## src/rtl/fetch_stage.sv

```systemverilog
// RV64 instruction-fetch stage: owns the PC, talks to IMEM over req/ready,
// and fills the DE latch for decode.
module fetch_stage #(
  parameter logic [63:0] RESET_PC = 64'h0,
  parameter logic [31:0] NOP_IR   = 32'h00000013
) (
  input  logic        CLK,
  input  logic        reset,
  output logic        IMEM_REQ,
  output logic [63:0] IMEM_ADDR,
  input  logic        IMEM_RDY,
  input  logic [31:0] IMEM_DATA,
  input  logic        LD_DE,
  input  logic        BR_STALL,
  input  logic        BR_RESOLVE,
  input  logic        BR_TAKEN,
  input  logic [63:0] BR_TARGET,
  input  logic        TRAP,
  input  logic [63:0] DE_MTVEC,
  output logic [31:0] DE_IR,
  output logic [63:0] DE_NPC,
  output logic        DE_V,
  output logic [63:0] FE_PC
);

  localparam logic [1:0] FETCH = 2'd0;
  localparam logic [1:0] HOLD  = 2'd1;
  localparam logic [1:0] STALL = 2'd2;
  localparam logic [1:0] DRAIN = 2'd3;

  logic [1:0]  state, state_n;
  logic [63:0] pc, pc_n;
  logic [63:0] addr, addr_n;
  logic [31:0] buf_ir, buf_n;
  logic [31:0] de_ir_n;
  logic [63:0] de_npc_n;
  logic        de_v_n;
  logic        busy;
  logic        pend;
  logic [63:0] pc_inc;
  logic [63:0] redir;

  assign busy      = (state == FETCH) || (state == DRAIN);
  assign pend      = busy && !IMEM_RDY;
  assign pc_inc    = pc + 64'd4;
  assign IMEM_REQ  = reset && busy;
  assign IMEM_ADDR = addr;
  assign FE_PC     = pc;

  // Next-state: trap beats resolve beats stall beats normal fetch
  always_comb begin
    state_n  = state;
    pc_n     = pc;
    addr_n   = addr;
    buf_n    = buf_ir;
    de_ir_n  = DE_IR;
    de_npc_n = DE_NPC;
    de_v_n   = DE_V;
    redir    = pc;
    if (TRAP) begin
      redir   = {DE_MTVEC[63:2], 2'b00};
      pc_n    = redir;
      addr_n  = pend ? addr : redir;
      state_n = pend ? DRAIN : FETCH;
      de_v_n  = 1'b0;
    end else if (BR_RESOLVE) begin
      redir   = BR_TAKEN ? {BR_TARGET[63:2], 2'b00} : pc;
      pc_n    = redir;
      addr_n  = pend ? addr : redir;
      state_n = pend ? DRAIN : FETCH;
      if (LD_DE) de_v_n = 1'b0;
    end else if (BR_STALL) begin
      if (LD_DE) de_v_n = 1'b0;
      unique case (state)
        FETCH: state_n = IMEM_RDY ? STALL : DRAIN;
        HOLD:  state_n = STALL;
        DRAIN: begin
          if (IMEM_RDY) begin
            addr_n  = pc;
            state_n = STALL;
          end
        end
        default: state_n = STALL;
      endcase
    end else begin
      if (LD_DE) de_v_n = 1'b0;
      unique case (state)
        FETCH: begin
          if (IMEM_RDY && LD_DE) begin
            de_ir_n  = IMEM_DATA;
            de_npc_n = pc_inc;
            de_v_n   = 1'b1;
            pc_n     = pc_inc;
            addr_n   = pc_inc;
          end else if (IMEM_RDY) begin
            buf_n   = IMEM_DATA;
            state_n = HOLD;
          end
        end
        HOLD: begin
          if (LD_DE) begin
            de_ir_n  = buf_ir;
            de_npc_n = pc_inc;
            de_v_n   = 1'b1;
            pc_n     = pc_inc;
            addr_n   = pc_inc;
            state_n  = FETCH;
          end
        end
        DRAIN: begin
          if (IMEM_RDY) begin
            addr_n  = pc;
            state_n = FETCH;
          end
        end
        default: state_n = STALL;
      endcase
    end
  end

  // State, PC, request address, buffer and DE latch registers
  always_ff @(posedge CLK or negedge reset) begin
    if (!reset) begin
      state  <= FETCH;
      pc     <= RESET_PC;
      addr   <= RESET_PC;
      buf_ir <= NOP_IR;
      DE_IR  <= NOP_IR;
      DE_NPC <= 64'h0;
      DE_V   <= 1'b0;
    end else begin
      state  <= state_n;
      pc     <= pc_n;
      addr   <= addr_n;
      buf_ir <= buf_n;
      DE_IR  <= de_ir_n;
      DE_NPC <= de_npc_n;
      DE_V   <= de_v_n;
    end
  end

endmodule

```

## config.mk

```make
export PLATFORM = sky130hd
export DESIGN_NAME = fetch_stage
export DESIGN_NICKNAME = d
export VERILOG_FILES = /design/src/rtl/fetch_stage.sv
export SDC_FILE = /design/constraint.sdc
export NUM_CORES = 1
export LEC_CHECK = 0
export CORE_MARGIN = 2
export CORE_UTILIZATION = 35
export DETAILED_ROUTE_END_ITERATION = 7
export HOLD_SLACK_MARGIN = 0.02
export SLEW_MARGIN = 20
export SYNTH_ARGS = -nofsm -noshare
export SYNTH_HDL_FRONTEND = slang
export SYNTH_SLANG_ARGS = --single-unit
```

## constraint.sdc

```tcl
create_clock -name CLK -period 3.5 [get_ports CLK]
set_clock_uncertainty 0.15 [all_clocks]
set_input_delay 0.35 -clock CLK [delete_from_list [all_inputs] [get_ports CLK]]
set_output_delay 0.35 -clock CLK [all_outputs]
set_load 0.05 [all_outputs]
```

After elaboration in Yosys (flattened, before gate mapping)
Cells that the tools add are included.
{ "totals": {"ff_bits": 259, "out_inout_bits": 226, "in_bits": 168, "elab_cells": 78} }
{ "op_classes": {"n_reduce_logical": 14, "n_addsub": 1, "bitwise_logic": 4, "n_eq_ne": 15, "n_mux": 37} }
{ "op_table": {"columns": ["operator", "n"], "rows": [
  ["$mux 64", 13],
  ["$pmux 64 s3", 1],
  ["$pmux 64 s2", 1],
  ["$add 64x3->64 const B", 1],
  ["$mux 32", 2],
  ["$pmux 32 s2", 1],
  ["$mux 2", 9],
  ["$reduce_and 6->1", 3],
  ["$ne 5x5->1 const B", 3],
  ["$ne 4x4->1 const B", 2],
  ["$reduce_and 4->1", 2],
  ["$mux 1", 7],
  ["$ne 2x2->1 const B", 3],
  ["$pmux 2 s3", 1],
  ["$ne 5x4->1 const B", 1],
  ["$reduce_bool 5->1", 1],
  ["$ne 4x1->1 const B", 1],
  ["$ne 4x3->1 const B", 1],
  ["$not 1->1", 4],
  ["$pmux 2 s2", 1],
  ["$reduce_bool 4->1", 1],
  ["$logic_and 1x1->1", 3],
  ["$ne 3x1->1 const B", 1],
  ["$eq 2x1->1 const B", 1],
  ["other kinds (7)", 7]
]} }

Longest topological paths before layout
Gate-level depths: netlist (run 1).
{ "logic_depth": {"depth_word": 6, "ltp_mapped": 12, "mapped_depth_nobuf": 8} }

Worst setup path before layout (run 1)
OpenSTA, ideal clock, no wires.
{ "synth_path": {"kind": "register to register", "startpoint": "register pc[3], in the netlist FE_PC[3]", "endpoint": "register addr[22], in the netlist IMEM_ADDR[22]", "path_stages_with_launch": 10, "synth_period_minus_slack_ps": 2853, "required_ps": 3208, "setup_time_ps": 142, "n_path_buf": 2, "slack_ps": 647, "arrival_ps": 2560, "path_cell_list": "dfrtp_1 -> ha_1 -> buf_4 -> nand4_2 -> nor4_4 -> buf_4 -> nand4_2 -> a21o_1 -> a221oi_1 -> o221ai_1"} }
{ "synth_between": {"elab_chain_len": 6, "word_cells_on_any_way": 7, "classes_between": "1 x add/sub; 6 x mux"} }
{ "synth_rtl": {"columns": ["item", "line_no", "source"], "rows": [
  ["start, declared", "32", "logic [63:0] pc, pc_n;"],
  ["start signal, assigned", "133", "pc <= pc_n;"],
  ["$add 64x3->64 (*)", "45", "assign pc_inc = pc + 64'd4;"],
  ["$mux 64, on equally long branches", "101, 89", null],
  ["$pmux 64 s3 (*)", "87", "unique case (state)"],
  ["$mux 64 (*)", "72", "end else if (BR_STALL) begin"],
  ["$mux 64 (*)", "66", "end else if (BR_RESOLVE) begin"],
  ["$mux 64 (*)", "60", "if (TRAP) begin"],
  ["end signal, assigned", "134", "addr <= addr_n;"],
  ["end, declared", "33", "logic [63:0] addr, addr_n;"]
]} }
Every way passes the cells marked *; elsewhere a longest branch is shown, timed or not. The select of a mux whose other input is x is not followed.
A chain may end at the register's enable or synchronous reset.

Worst setup path in the final report (run 1)
{ "layout_path": {"startpoint": "register state[0]", "endpoint": "register addr[51], in the netlist IMEM_ADDR[51]"} }
{ "layout_between": {"elab_chain_len": 5, "word_cells_on_any_way": 16, "classes_between": "7 x eq/ne; 4 x mux; 5 x reduce/logical"} }
{ "layout_rtl": {"columns": ["item", "line_no", "source"], "rows": [
  ["start, declared", "31", "logic [1:0] state, state_n;"],
  ["start signal, assigned", "132", "state <= state_n;"],
  ["$eq 2x2->1, or another cell as far along", "43, 74, 87", null],
  ["$pmux 64 s3 / $logic_or 1x1->1 (equally long branches)", "87, 43", null],
  ["$mux 64 / $logic_and 1x1->1 (equally long branches)", "72, 44", null],
  ["$mux 64 / $ne 2x2->1 (equally long branches)", null, null],
  ["$mux 64 / $reduce_and 6->1 (equally long branches)", null, null]
]} }
Several ways; a longest one is shown, not always the timed one.

==> impl_metrics.json, run 1 <==
{
  "cts_tree": "built",
  "ys_seq_elements": 259,
  "io_buffer_count": 389,
  "first_pass_iters": 6,
  "async_reset_ff_frac": 1.00,
  "crit_path_start": "state[0]",
  "status": "finished clean",
  "grt_overflow": 0,
  "rsz0062_at_grt": "no",
  "endpoint_kind": "flop",
  "tns_ps": 0,
  "synthDistinctLibCells": 72,
  "cts.htree.levels": 1,
  "grt_pass1_vias": 15278,
  "netlist_instances": 1813,
  "power_switching_mw": 8.14,
  "pin_count": 394,
  "numCtsBuffers": 30,
  "cp_num_buf_inv": 2,
  "timing.final.crit_period_ps": 3160,
  "design_area_sq_um": 21300,
  "synth-edff-count": 0,
  "switching_share": 0.469,
  "dieArea_sq_um": 46000,
  "critPathTopFamily": "simple AND/OR/NAND/NOR gates",
  "hold_path_class": "primary input to async pin",
  "dpl_worst_slack_ps": 266,
  "clkPwrFrac": 0.202,
  "vias": 15577,
  "hold_buffers": 1,
  "std_cell_rows": 77,
  "synth_fp_nets": 1987,
  "wl_per_cell_um": 22.9,
  "path_cells": "inv_1 > ha_1 > nor4b_1 > a22o_1 > a211o_2 > nor3_1 > buf_4 > o21ai_0 > o311ai_1",
  "tightest_slew_ps": 1060,
  "holdWs_ps": 110,
  "slowest_stage": "nor3_1",
  "maxCapViolations": 0,
  "drive_above_1_share": 0.109,
  "max_stage_delay_ps": 770,
  "slew_viol_final": 0,
  "antenna_found_initial": 8,
  "yosysWarnings": 0,
  "setup_viol": 0,
  "p_seq_frac": 0.285,
  "dpl.hpwl_um": 45600,
  "critPathCapture": "IMEM_ADDR[51]",
  "critPathLaunchType": "flop",
  "avgSynthCellArea_sq_um": 8.55,
  "path_class": "flop to flop",
  "initial_utilization": 0.353,
  "arrival_ps": 3470,
  "min_period_over_period": 0.902,
  "relSlewSlack": 0.291,
  "dpl_cell_area_sq_um": 20200,
  "final.setup.worst_slack_ps": 344,
  "leakagePower_nw": 8.69,
  "synthToLayoutAreaGrowth_pct": 37.3,
  "grt_max_degree": 117,
  "postCtsSetupRepairBufs": 0,
  "cts.repair.resized": 0,
  "r2r_end": "IMEM_ADDR[51]",
  "die_h_um": 215,
  "finalWirelength_um": 63600,
  "hold_violations": 0,
  "cts_max_path_buffers": 3,
  "vias_per_cell": 5.62,
  "core_sq_um": 43900,
  "grtUsageTotal": 0.269,
  "grt_pass1_wl_um": 96400,
  "final_nets": 2326,
  "cp.depth": 9,
  "synth_ff_type": "dfrtp_1",
  "gp_congestion": 0.947,
  "root_buffer": "clkbuf_16",
  "power.density_nw_per_um2": 814,
  "route.detailed.drc": 0,
  "reg2reg_setup_slack_ps": 340,
  "internal_power_mw": 9.20,
  "path_clk_slew_ps": 70,
  "cp.required_ps": 3810,
  "die_x_um": 215,
  "cp_max_fo": 6,
  "drtAntennaViolNets": 0,
  "reg2regPathDepth": 9,
  "r2r-start": "state[0]",
  "p_comb_frac": 0.513,
  "drtIter0Drc": 1298,
  "ir_drop_uv": 548,
  "clkSinkCount": 259,
  "max_clock_freq_ghz": 0.317,
  "synthesis.area_sq_um": 15500,
  "ys_seq_area_frac": 0.418,
  "insertion_delay_ps": 590
}
[cells in the final DEF (no fill, tap or decap), types with 7 or more instances in the layout]
| master | count |
|---|---|
| a31o_2 | 7 |
| nand2_1 | 225 |
| mux2_2 | 38 |
| clkdlybuf4s50_1 | 384 |
| a21oi_1 | 187 |
| inv_1 | 24 |
| o221ai_1 | 15 |
| o22a_1 | 12 |
| or3_1 | 10 |
| a2bb2oi_1 | 16 |
| and3_1 | 12 |
| o21ai_1 | 13 |
| and2_1 | 8 |
| nand2b_1 | 7 |
| dfrtp_1 | 253 |
| o21a_1 | 7 |
| and4_1 | 18 |
| xnor2_1 | 40 |
| a31oi_1 | 33 |
| buf_12 | 7 |
| xor2_1 | 16 |
| o31ai_1 | 9 |
| buf_4 | 82 |
| nand3_1 | 42 |
| nor4_1 | 11 |
| nor3_1 | 34 |
| nand4_1 | 22 |
| o22ai_1 | 10 |
| o21ai_0 | 189 |
| clkbuf_16 | 31 |
| mux2i_1 | 112 |
| nor2_1 | 161 |
[cell families after synthesis]
kind of cell    synth area share
compound gates             0.204
flops                      0.418
simple gates               0.188
xor+xnor                  0.0316
buf+inv                   0.0531
fa+ha+maj                0.00484
mux                       0.0999
[through the flow]
stage               cells   util  total power [mW]
CTS                  2768  0.485              17.4
finish               2770  0.485              17.3
detailed placement   2711  0.460              13.9
floorplan            1813      -              10.4
global placement     2711  0.460              13.7
global route         2770  0.485              18.1
[layout make-up]
| cell class | instances | area [sq um] |
|---|---|---|
| fill | 4302 | 22600 |
| antenna | 2 | 5.00 |
| sequential | 259 | 6490 |
| tap | 592 | 741 |
| inverter | 24 | 90.1 |
| clock inverter | 15 | 215 |
| multi-input combinational | 1360 | 8250 |
| clock buffer | 41 | 873 |
| timing repair buffer | 477 | 4630 |
[synthesized netlist by cell type, types with 4 or more instances]
cell type    n  share of area
o211ai_1     4         0.0019
o311ai_0     4         0.0023
nand3_1     43          0.014
a2bb2oi_1   16         0.0090
o22ai_1     10         0.0040
a221oi_1     6         0.0034
nand2b_1     8         0.0032
buf_4        9         0.0044
o221ai_1    15         0.0085
xor2_1      16         0.0090
a31o_2       7         0.0040
nand2_1    226          0.055
and2_1       8         0.0032
o21ai_1     13         0.0042
buf_1       17         0.0041
nor4_2       5         0.0040
a222oi_1     5         0.0032
nand4_1     22         0.0089
xnor2_1     40          0.023
nor4_1      11         0.0044
clkbuf_1    95          0.023
inv_1       24         0.0058
and3_1      13         0.0052
and4_1      18          0.010
a211oi_1     5         0.0024
o31ai_1      9         0.0044
o22a_1      12         0.0068
ha_1         6         0.0048
a21oi_1    187          0.060
nor2_1     165          0.040
dfrtp_1    253           0.41
a31oi_1     33          0.013
o21ai_0    190          0.061
buf_2       48          0.015
o21a_1       7         0.0034
dfstp_2      6          0.010
mux2_2      38          0.028
nor3_1      34          0.011
mux2i_1    112          0.072
or3_1       10         0.0040
nand4_2      6         0.0048
[registers in the layout, summed over array words and instances, names as in the netlist]
signal     flops
IMEM_ADDR     64
DE_IR         32
DE_NPC        64
buf_ir        32
DE_V           1
FE_PC         64
state          2
[power groups by stage]
stage | clock, mW | combinational, mW | sequential (mW)
final | 3.50 | 8.88 | 4.95
after global routing | 3.69 | 9.36 | 5.10
after CTS | 3.55 | 8.93 | 4.94
after detailed placement | 0 | 8.91 | 4.97
after global placement | 0 | 8.82 | 4.93
after floorplan | 0 | 2.41 | 8.02
[worst min-delay path by stage]
stage	startpoint	to	slack [ps]	depth (start not counted)
final	reset	DE_NPC[10]	110	2
after global routing	reset	IMEM_ADDR[10]	140	2
after CTS	reset	DE_NPC[10]	130	2
after detailed placement	reset	DE_NPC[10]	150	1
after global placement	reset	DE_NPC[10]	150	1
after floorplan	reset	DE_IR[10]	-100	0
[routing by layer]
metal	up-vias	GRT usage	share of wire
li1	7167	-	-
met1	7567	0.360	0.43
met2	698	0.433	0.46
met3	133	0.0572	0.081
met4	12	0.0931	0.033
met5	-	0	0.0013
(Power assumes the default switching activity.)
==> inputs of run 2 (changes only) <==
Settings changed: CELL_PAD_IN_SITES_DETAIL_PLACEMENT from default to 1, CELL_PAD_IN_SITES_GLOBAL_PLACEMENT from default to 1, PLACE_DENSITY_LB_ADDON from default to 0.1.
==> run 2 against run 1 <==
- worst setup slack improved by 83 ps
- combinational power is 1% higher
- worst hold slack better by 35 ps
- routed wire length is 7.9% higher
- maximum frequency is 2.7% higher
==> impl_metrics.json, run 2 (synthesis gave the netlist of run 1 again) <==
{
  "crit_path_start": "FE_PC[4]",
  "min_period_over_period": 0.878,
  "n_fill_cell": 5150,
  "maxCapViolations": 0,
  "grt_pass1_vias": 16826,
  "cts.htree.levels": 1,
  "grt_max_degree": 100,
  "gp_congestion": 0.922,
  "cp.required_ps": 3830,
  "first_pass_iters": 5,
  "path_cells": "nand3_2 > buf_4 > nor4_2 > buf_4 > nand2_1 > xnor2_1 > o21ai_0 > o221ai_1",
  "drive_above_1_share": 0.109,
  "wl_per_cell_um": 24.7,
  "relSlewSlack": 0.310,
  "core_sq_um": 43900,
  "hold_path_class": "primary input to async pin",
  "dieArea_sq_um": 46000,
  "finalWirelength_um": 68600,
  "layout_common_cells": "384 x clkdlybuf4s50_1, 253 x dfrtp_1, 225 x nand2_1",
  "path_class": "flop to flop",
  "tightest_slew_ps": 1030,
  "vias_per_cell": 5.72,
  "max_clock_freq_ghz": 0.325,
  "timing.final.crit_period_ps": 3070,
  "ir_drop_uv": 464,
  "cp_num_buf_inv": 2,
  "r2r-start": "FE_PC[4]",
  "drtAntennaViolNets": 0,
  "route.detailed.drc": 0,
  "power.density_nw_per_um2": 809,
  "die_x_um": 215,
  "slowest_stage": "dfrtp_1",
  "path_clk_slew_ps": 60,
  "grt_overflow": 0,
  "status": "finished clean",
  "pin_count": 394,
  "tns_ps": 0,
  "synthToLayoutAreaGrowth_pct": 36.8,
  "setup_viol": 0,
  "critPathLaunchType": "flop",
  "vias": 15854,
  "final_nets": 2331,
  "antennaDiodeCount": 0,
  "cts_max_path_buffers": 3,
  "crit_top_cell": "buf_4",
  "drtIter0Drc": 983,
  "grt_pass1_wl_um": 105000,
  "finalPower_mw": 17.2,
  "cp_max_fo": 11,
  "cts_tree": "built",
  "dpl_cell_area_sq_um": 20200,
  "endpoint_kind": "flop",
  "design_area_sq_um": 21200,
  "hold_violations": 0,
  "initial_utilization": 0.353,
  "io_buffer_count": 389,
  "insertion_delay_ps": 580,
  "layout_commonest_cell": "clkdlybuf4s50_1",
  "antenna_found_initial": 3,
  "grtUsageTotal": 0.292,
  "max_stage_delay_ps": 610,
  "arrival_ps": 3410,
  "rsz0062_at_grt": "no",
  "numCtsBuffers": 31,
  "dpl.hpwl_um": 49700,
  "critPathTopFamily": "simple AND/OR/NAND/NOR gates",
  "std_cell_rows": 77,
  "leakagePower_nw": 8.68,
  "slew_viol_final": 0,
  "root_buffer": "clkbuf_16",
  "clkSinkCount": 259,
  "die_h_um": 215
}
==> run 2: cell count changes in the layout (fill, tap and decap cells not counted), moves of 3 or more <==
| cell | delta |
|---|---|
| clkbuf_1 | +3 |
| clkinvlp_4 | -3 |
| clkbuf_8 | +5 |
| buf_4 | +5 |
| bufinv_16 | -5 |
==> run 2: worst paths after layout <==
kind                                  to  cells after the start  slack, ps
hold / removal                DE_NPC[21]                      2        140
max in group asynchronous      DE_IR[18]                      3       1820
hold reg to reg               DE_NPC[20]                      2        330
setup / recovery           IMEM_ADDR[29]                      8        430
setup reg to reg           IMEM_ADDR[29]                      8        430
min in group CLK                DE_IR[4]                      3        260
==> run 2: what timing repair did <==
action,in CTS,in global routing
hold buffers,1,0
endpoints found under the hold margin,48,0
buffers inserted,0,0
resized for setup,0,0
==> run 2: per-layer routing <==
metal	routed length (um)	vias to the layer above	GRT usage
met5	45	-	0
met4	2430	6	0.103
met3	4180	134	0.0548
met2	32100	520	0.483
met1	29800	8041	0.383
li1	-	7153	-
==> run 2: layout make-up <==
class                           count  area [sq um]  area share
Tap cell                          592           741      0.0349
Sequential cell                   259          6490       0.306
Clock inverter                      7          38.8     0.00183
Timing Repair Buffer              481          4650       0.219
Inverter                           24          90.1     0.00425
Clock buffer                       49           953      0.0449
Multi-Input combinational cell   1360          8260       0.389
==> run 2: report_power, final <==
group | internal, mW | total (mW) | switching (mW)
combinational | 2.97 | 8.99 | 6.03
sequential | 4.13 | 4.97 | 0.841
clock | 1.85 | 3.21 | 1.36
==> run 2: through the flow <==
step,setup slack (ps),std cells,hold slack [ps],util
2_1_floorplan,647,1813,-95.6,-
4_1_cts,490,2772,141,0.483
6_report,427,2772,145,0.483
3_3_place_gp,343,2715,154,0.460
5_1_grt,235,2772,181,0.483
3_5_place_dp,240,2715,155,0.460
==> inputs of run 3 (changes only) <==
Settings changed: ABC_CLOCK_PERIOD_IN_PS from default to 3500, CORE_MARGIN 2 to default.
==> run 3 against run 2 <==
- critical path depth decreased by 2
- critical endpoint is now FE_PC[49]
- die area decreased by 1.9%
- via count decreased by 0.21%
- final cell count decreased by 0.40%
- worst setup slack improved by 1.4 ps
- largest power group unchanged
- total power increased by 1.1%
- utilization increased by 0.71 points
- clock power increased by 6%
==> impl_metrics.json, run 3 (synthesis gave the netlist of run 1 again) <==
{
  "holdWs_ps": 196,
  "vias": 15820,
  "synthToLayoutAreaGrowth_pct": 37.0,
  "ir_drop_uv": 643,
  "slew_viol_final": 0,
  "final_nets": 2325,
  "r2r-start": "FE_PC[15]",
  "hold_violations": 0,
  "r2r_end": "FE_PC[49]",
  "max_clock_freq_ghz": 0.326,
  "cp_max_fo": 9,
  "dpl.hpwl_um": 48400,
  "numCtsBuffers": 31,
  "leakagePower_nw": 8.67,
  "clkSinkCount": 259,
  "critPathCapture": "FE_PC[49]",
  "path_class": "flop to flop",
  "drtAntennaViolNets": 0,
  "numPlacedInstances": 2702,
  "path_clk_slew_ps": 60,
  "tns_ps": 0,
  "finalWirelength_um": 67600,
  "reg2reg_setup_slack_ps": 430,
  "dpl_worst_slack_ps": 359,
  "pin_count": 394,
  "arrival_ps": 3370,
  "route.detailed.drc": 0,
  "core_sq_um": 43400,
  "wl_per_cell_um": 24.5,
  "finalNonFillerCells": 2761,
  "min_period_over_period": 0.878,
  "cp.required_ps": 3800,
  "antenna_found_initial": 3,
  "postCtsSetupRepairBufs": 0,
  "drtIter0Drc": 990,
  "endpoint_kind": "flop",
  "gp_congestion": 0.898,
  "io_buffer_count": 389,
  "grt_pass1_vias": 16531,
  "layout_common_cells": "384 x clkdlybuf4s50_1, 253 x dfrtp_1, 225 x nand2_1",
  "final.setup.worst_slack_ps": 429,
  "insertion_delay_ps": 580,
  "cts.htree.levels": 1,
  "drive_above_1_share": 0.108,
  "layout_commonest_cell": "clkdlybuf4s50_1",
  "tightest_slew_ps": 1070,
  "cts_tree": "built",
  "die_x_um": 213,
  "die_h_um": 213,
  "fin_util": 0.490,
  "std_cell_rows": 76,
  "root_buffer": "clkbuf_16",
  "grtUsageTotal": 0.296,
  "crit_path_start": "FE_PC[15]",
  "cts_max_path_buffers": 3,
  "first_pass_iters": 7,
  "setup_viol": 0,
  "dieArea_sq_um": 45200,
  "timing.final.crit_period_ps": 3070,
  "maxCapViolations": 0,
  "reg2regPathDepth": 6,
  "vias_per_cell": 5.73,
  "grt_max_degree": 91,
  "rsz0062_at_grt": "no",
  "grt_pass1_wl_um": 102000,
  "power.density_nw_per_um2": 817,
  "hold_path_class": "primary input to async pin",
  "relSlewSlack": 0.285,
  "critPathLaunchType": "flop",
  "grt_overflow": 0,
  "initial_utilization": 0.358,
  "status": "finished clean"
}
run 3: changes by cell type in the layout (fill, tap and decap cells not counted), moves of 2 or more:
cell        change
buf_4           -8
clkbuf_8        -3
bufinv_16       +3
clkinvlp_4      +3
buf_12          +2
run 3: repair_timing:
action | CTS | global route
endpoints found under the hold margin | 65 | 0
hold buffers | 1 | 0
resized for setup | 0 | 0
run 3: worst min-delay path by stage:
stage / to / startpoint / slack (ps) / cells past startpoint
after floorplan: DE_IR[10] / reset / -100 / 0
after global placement: IMEM_ADDR[14] / reset / 240 / 1
after detailed placement: IMEM_ADDR[14] / reset / 240 / 1
after CTS: IMEM_ADDR[11] / reset / 220 / 2
after global routing: IMEM_ADDR[13] / reset / 230 / 2
final: IMEM_ADDR[13] / reset / 200 / 2
run 3: report_power, final:
group	switching, mW	total, mW	internal (mW)
Combinational	5.99	8.98	2.98
Sequential	0.858	4.98	4.13
Clock	1.38	3.40	2.01
Total	8.24	17.4	9.12
run 3: per-stage QoR:
stage	power (mW)	instance area, sq um
2_1_floorplan	10.4	15500
3_3_place_gp	13.8	20200
3_5_place_dp	14.0	20200
4_1_cts	17.5	21300
5_1_grt	18.1	21300
6_report	17.4	21300
run 3: area by class of cell:
| cell class | count | area, sq um |
|---|---|---|
| inverters | 24 | 90.1 |
| clock inverters | 12 | 146 |
| repair buffers | 475 | 4630 |
| diodes | 1 | 2.50 |
| multi-input cells | 1360 | 8250 |
| clock buffers | 45 | 908 |
| fillers | 5075 | 22100 |
| well taps | 585 | 732 |
| flip-flops and latches | 259 | 6490 |
run 3: critical path: stages, from the launching register on:
cell and delay (ps):
dfrtp_1 640, nand4_2 270, nor2_2 450, nand4_1 470, or3_1 580, o31ai_1 270
a2bb2oi_1 100
run 3: routing by layer:
| metal | wire [um] | vias up | GRT usage |
|---|---|---|---|
| met1 | 29000 | 8002 | 0.386 |
| li1 | - | 7160 | - |
| met3 | 4540 | 124 | 0.0619 |
| met5 | 26 | - | 0 |
| met4 | 2340 | 4 | 0.104 |
| met2 | 31700 | 530 | 0.484 |
